==> config.mk <==
export PLATFORM = sky130hd
export DESIGN_NAME = crypto_frame_loader
export DESIGN_NICKNAME = d
export VERILOG_FILES = /design/src/rtl/crypto_frame_pkg.sv /design/src/rtl/crypto_frame_loader_frame_gap_timer.sv /design/src/rtl/crypto_frame_loader.sv
export SDC_FILE = /design/constraint.sdc
export NUM_CORES = 1
export LEC_CHECK = 0
export CAP_MARGIN = 20
export CORE_UTILIZATION = 45
export CTS_CLUSTER_SIZE = 16
export DETAILED_ROUTE_END_ITERATION = 8
export GPL_TIMING_DRIVEN = 0
export HOLD_SLACK_MARGIN = 0.1
export PLACE_DENSITY = 0.77
export SYNTH_ARGS = -nofsm -noshare
export SYNTH_HDL_FRONTEND = slang
export SYNTH_SLANG_ARGS = --single-unit
==> constraint.sdc <==
create_clock -name clk -period 2.27 [get_ports clk]
set_clock_uncertainty 0.15 [all_clocks]
set_input_delay 0.227 -clock clk [delete_from_list [all_inputs] [get_ports clk]]
set_output_delay 0.227 -clock clk [all_outputs]
set_load 0.01 [all_outputs]
==> src/rtl/crypto_frame_pkg.sv <==
// Shared types and header defaults for the cipher-core frame loader.
// Holds the loader FSM state enum and the default mode header bytes.
package crypto_frame_pkg;

   typedef enum logic [2:0] {
      IDLE,
      KEY,
      DATA,
      CAPTURE,
      SEND
   } state_t;

   localparam logic [7:0] HDR_ENC_DEF = 8'hA5;
   localparam logic [7:0] HDR_DEC_DEF = 8'h5A;

endpackage

==> src/rtl/crypto_frame_loader_frame_gap_timer.sv <==
// Inter-byte gap timer: counts idle cycles while en is high, clr restarts it.
// Ports: clk, rst_n, clr, en in; expired out (combinational, one cycle).
module frame_gap_timer #(
   parameter int TIMEOUT_CYCLES = 1_200_000
) (
   input  logic clk,
   input  logic rst_n,
   input  logic clr,
   input  logic en,
   output logic expired
);

   localparam int W = $clog2(TIMEOUT_CYCLES + 1);
   localparam logic [W-1:0] LAST = W'(TIMEOUT_CYCLES - 1);

   logic [W-1:0] cnt_q;

   always_ff @(posedge clk or negedge rst_n) begin
      if (!rst_n) begin
         cnt_q <= '0;
      end else if (clr || !en) begin
         cnt_q <= '0;
      end else begin
         cnt_q <= cnt_q + 1'b1;
      end
   end

   // An accepted byte in the same cycle always beats the timeout.
   assign expired = en && !clr && (cnt_q == LAST);

endmodule

==> src/rtl/crypto_frame_loader.sv <==
// Parses 3-byte frames (header, key, data) into cipher-core controls and
// returns the core result on a valid/ready byte port.
// Ports: rx_* byte input, core_* to/from cipher core, tx_* result output,
// frame_err pulse on bad header or timeout, busy when not IDLE.
module crypto_frame_loader
   import crypto_frame_pkg::*;
#(
   parameter int         TIMEOUT_CYCLES = 1_200_000,
   parameter logic [7:0] HDR_ENC        = HDR_ENC_DEF,
   parameter logic [7:0] HDR_DEC        = HDR_DEC_DEF
) (
   input  logic       clk,
   input  logic       rst_n,
   input  logic [7:0] rx_data,
   input  logic       rx_valid,
   output logic       rx_ready,
   output logic       core_sel,
   output logic [7:0] core_key,
   output logic [7:0] core_inp,
   input  logic [7:0] core_out,
   output logic [7:0] tx_data,
   output logic       tx_valid,
   input  logic       tx_ready,
   output logic       frame_err,
   output logic       busy
);

   state_t state_q, state_d;
   logic   rx_fire;
   logic   is_enc, is_dec;
   logic   expired;

   assign rx_ready = (state_q == IDLE) || (state_q == KEY) ||
                     (state_q == DATA);
   assign busy     = (state_q != IDLE);
   assign rx_fire  = rx_valid && rx_ready;
   assign is_enc   = (rx_data == HDR_ENC);
   assign is_dec   = (rx_data == HDR_DEC);

   frame_gap_timer #(
      .TIMEOUT_CYCLES(TIMEOUT_CYCLES)
   ) u_gap (
      .clk    (clk),
      .rst_n  (rst_n),
      .clr    (rx_fire),
      .en     ((state_q == KEY) || (state_q == DATA)),
      .expired(expired)
   );

   always_ff @(posedge clk or negedge rst_n) begin
      if (!rst_n) state_q <= IDLE;
      else        state_q <= state_d;
   end

   always_comb begin
      state_d = state_q;
      case (state_q)
         IDLE:    if (rx_fire && (is_enc || is_dec)) state_d = KEY;
         KEY:     if (rx_fire) state_d = DATA;
                  else if (expired) state_d = IDLE;
         DATA:    if (rx_fire) state_d = CAPTURE;
                  else if (expired) state_d = IDLE;
         CAPTURE: state_d = SEND;
         SEND:    if (tx_ready) state_d = IDLE;
         default: state_d = IDLE;
      endcase
   end

   always_ff @(posedge clk or negedge rst_n) begin
      if (!rst_n) begin
         core_sel  <= 1'b0;
         core_key  <= '0;
         core_inp  <= '0;
         tx_data   <= '0;
         tx_valid  <= 1'b0;
         frame_err <= 1'b0;
      end else begin
         frame_err <= expired;
         if (state_q == IDLE && rx_fire) begin
            if (is_enc)      core_sel  <= 1'b1;
            else if (is_dec) core_sel  <= 1'b0;
            else             frame_err <= 1'b1;
         end
         if (state_q == KEY && rx_fire)  core_key <= rx_data;
         if (state_q == DATA && rx_fire) core_inp <= rx_data;
         if (state_q == CAPTURE) begin
            tx_data  <= core_out;
            tx_valid <= 1'b1;
         end
         if (state_q == SEND && tx_ready) tx_valid <= 1'b0;
      end
   end

endmodule

==> metrics <==
crit-path cells=clkbuf_1, or3_1, clkdlybuf4s50_1; Final period util=0.963; VDD IR-drop max=around 720 uV; area leader, netlist=dfrtp_1; initial antenna violation count=0; final core utilization=0.625; Synth Register Bits=51; drt total wl=between 4000 and 5000 um; largest net degree at the start of global routing=slightly above 40; DRC=0; clock root cell=clkbuf_8; Worst-Margin Slew=0.812 ns; register area share after synthesis=0.544; Synth Instances=between 200 and 250; R2R Path Start=state_q[0]; Netlist cell types=38; Buf+Inv Stages, Crit Path=2; DR vias/cell=roughly 5.3; DIE HEIGHT=approximately 74 um; Post-CTS Setup Inserts=0; share of cells above drive strength 1=0.164; Worst path max stage delay=0.49 ns; reg2reg path depth=4; reg2reg end=core_key[7]; synthesized-area fraction occupied by adder cells=0.00534; die width=~74 um; critical path startpoint category=flop; post-synthesis mux area share=0.115; CTS tree=built; Leak=between 1 and 1.5 nW; Post-synth top flop=dfrtp_1; Port Buffers=48; r2r setup slk=around 0.2 ns; Sw Ratio=0.302; Tightest Hold Check Type=in -> async; top post-synthesis cells by count=dfrtp_1, mux2_2, nor2_1; largest family of logic cells by synthesized area=simple AND/OR/NAND/NOR gates; Final setup viols=0; Slew HR=0.456; PD cells=around 1100 nW/um2; Total GRT Usage=0.188; Worst EP arrival=~1.8 ns; Post-DP HPWL=roughly 3300 um; synthesis warning total=0; Post-synth EDFFs=0; Synth Area in Simple Gates=0.197; Clock Latency Late Sink=approximately 0.3 ns; num rows=25; synth top area cells=dfrtp_1, mux2_2, nand4_1; Final #Nets=approximately 280; unrepaired setup endpoints after global routing=false; clock buffer depth=2; # H-tree levels=2; vias in the first global route=between 1.5k and 2k; sequential power share=0.402; Worst Setup Slack, final=0.0830 ns; crit path kind=reg -> out; FFs w/ async S/R, synth=1.00; synthesis-to-finish area growth=30.1%; Layout fillers=between 300 and 400; I/O pin total=a little under 50; Synth Area in Compound Gates=0.0662; CTS Sinks=51; first-pass GRT wire length=around 7900 um; Gate power share=0.400; CP max-delay cell=clkdlybuf4s50_1; top cell type's share of synthesized area=0.544; # diodes=0; clock network power share=0.198; maximum fanout along the worst path=10; Crit path max-delay family=buffers and inverters; final worst path period need=between 2 and 2.5 ns; Worst setup EP type=primary output; Place WS=about 0.11 ns; Required @ worst endpoint=1.89 ns; Avg WL per Cell=around 14 um; DR pass1 iterations=5; initial DRC count=a little over 100; maxcap violations=0; Final Max Slew Viols=0; endpoints failing hold=0; Pint=approximately 0.0023 W; Syn Nets=about 230; Worst-path clk slew=approximately 0.09 ns; CTS buffer count=5; Starting Density=0.481; status=complete, no violations; synthesized area per cell=approximately 11 um2; area of the die=between 5000 and 6000 um2; GPL Wtd Cong=~0.75; Fmax=roughly 0.46 GHz; Synth Area in XOR/XNOR=0.0448; mapped cell area=~2300 um2; gr ovfl total=0; total number of vias=approximately 1.8k; most common cell in the netlist=dfrtp_1; Final ANT Viol Nets=0; sw power=~0.00099 W; core area=4880 um2
[cell type report]
class	count	area, um2	area share
clock inverters	2	35.0	0.0115
well taps	67	83.8	0.0275
clock buffers	6	82.6	0.0271
multi-input cells	141	1010	0.330
inverters	4	15.0	0.00492
plain buffers	8	47.5	0.0156
repair buffers	50	505	0.166
flip-flops and latches	51	1280	0.418
[cell usage in the layout (no fill, tap or decap), types with 2 or more instances in the layout]
master           count
o31ai_1              6
a21oi_1             12
or3_1                5
or4_1                6
nor4_1               2
nand3_1              7
inv_1                4
nand3b_1             2
nor3_1               2
mux2_2              24
xnor2_1              5
clkbuf_8             6
o21ai_0              2
xor2_1               7
clkdlybuf4s50_1     47
and4_1               2
nor2_1              16
nand2b_1             2
buf_2                3
and3_1               2
dfrtp_1             51
nor4bb_1             3
buf_6                2
clkbuf_1             4
nand4_1             10
nand2_1             11
nor4b_1              2
[sequential cells by signal, indices dropped and copies added, names as in the netlist]
| signal | cells |
|---|---|
| u_gap.cnt_q | 21 |
| core_inp | 8 |
| core_key | 8 |
| tx_data | 8 |
| state_q | 3 |
| core_sel | 1 |
| frame_err | 1 |
| tx_valid | 1 |
[stage by stage]
step | setup TNS [ns] | total power [W] | std cells | hold slack, ns | instance area [um2]
floorplan | 0 | 0.00198 | 204 | -0.219 | 2340
global placement | -35.24 | 0.00262 | 319 | 0.337 | 2910
detailed placement | 0 | 0.00265 | 320 | -0.0163 | 2920
CTS | 0 | 0.00331 | 329 | 0.189 | 3050
global route | 0 | 0.00347 | 329 | 0.220 | 3050
finish | 0 | 0.00328 | 329 | 0.190 | 3050
[how the worst max path moves through the flow]
stage	start	endpoint	slack [ns]	depth (start not counted)
6_report	state_q[2]	busy	0.08	3
5_1_grt	state_q[2]	busy	0.01	3
4_1_cts	state_q[2]	busy	0.07	3
3_5_place_dp	rx_valid	core_key[4]	0.11	4
3_3_place_gp	rst_n	tx_data[0]	-0.69	1
2_1_floorplan	u_gap.cnt_q[2]	u_gap.cnt_q[14]	0.55	6
[cells by family (layout without fill, tap and decap cells)]
family	Yosys count	count (layout)
simple gates	79	79
flops	51	51
compound gates	25	25
mux	24	24
xor+xnor	12	12
buf+inv	12	70
fa+ha+maj	1	1
[worst register-to-register path: cells and delay by family (launching register included)]
| kind | cells | cell delay [ns] |
|---|---|---|
| and+or+nand+nor | 2 | 0.74 |
| muxes | 1 | 0.41 |
| buffers and inverters | 1 | 0.32 |
| DFF | 1 | 0.34 |
[power groups by stage]
stage	logic (W)	registers, W	clock network (W)
CTS	0.00132	0.00132	0.000666
floorplan	0.000547	0.00143	0
finish	0.00131	0.00132	0.000650
global route	0.00141	0.00135	0.000701
global placement	0.00130	0.00132	0
detailed placement	0.00132	0.00133	0
[repair_timing]
item / 4_1_cts / 5_1_grt
hold buffers: 1 / 0
resized for setup: 0 / 0
endpoints found under the hold margin: 51 / 0
[layer usage]
layer	track usage	part of all wire	up-vias
li1	-	-	856
met1	0.234	0.45	850
met5	0	0	-
met4	0.0427	0.0017	0
met3	0.0705	0.059	2
met2	0.311	0.49	42
No activity file was read; power rests on OpenSTA's default activity.
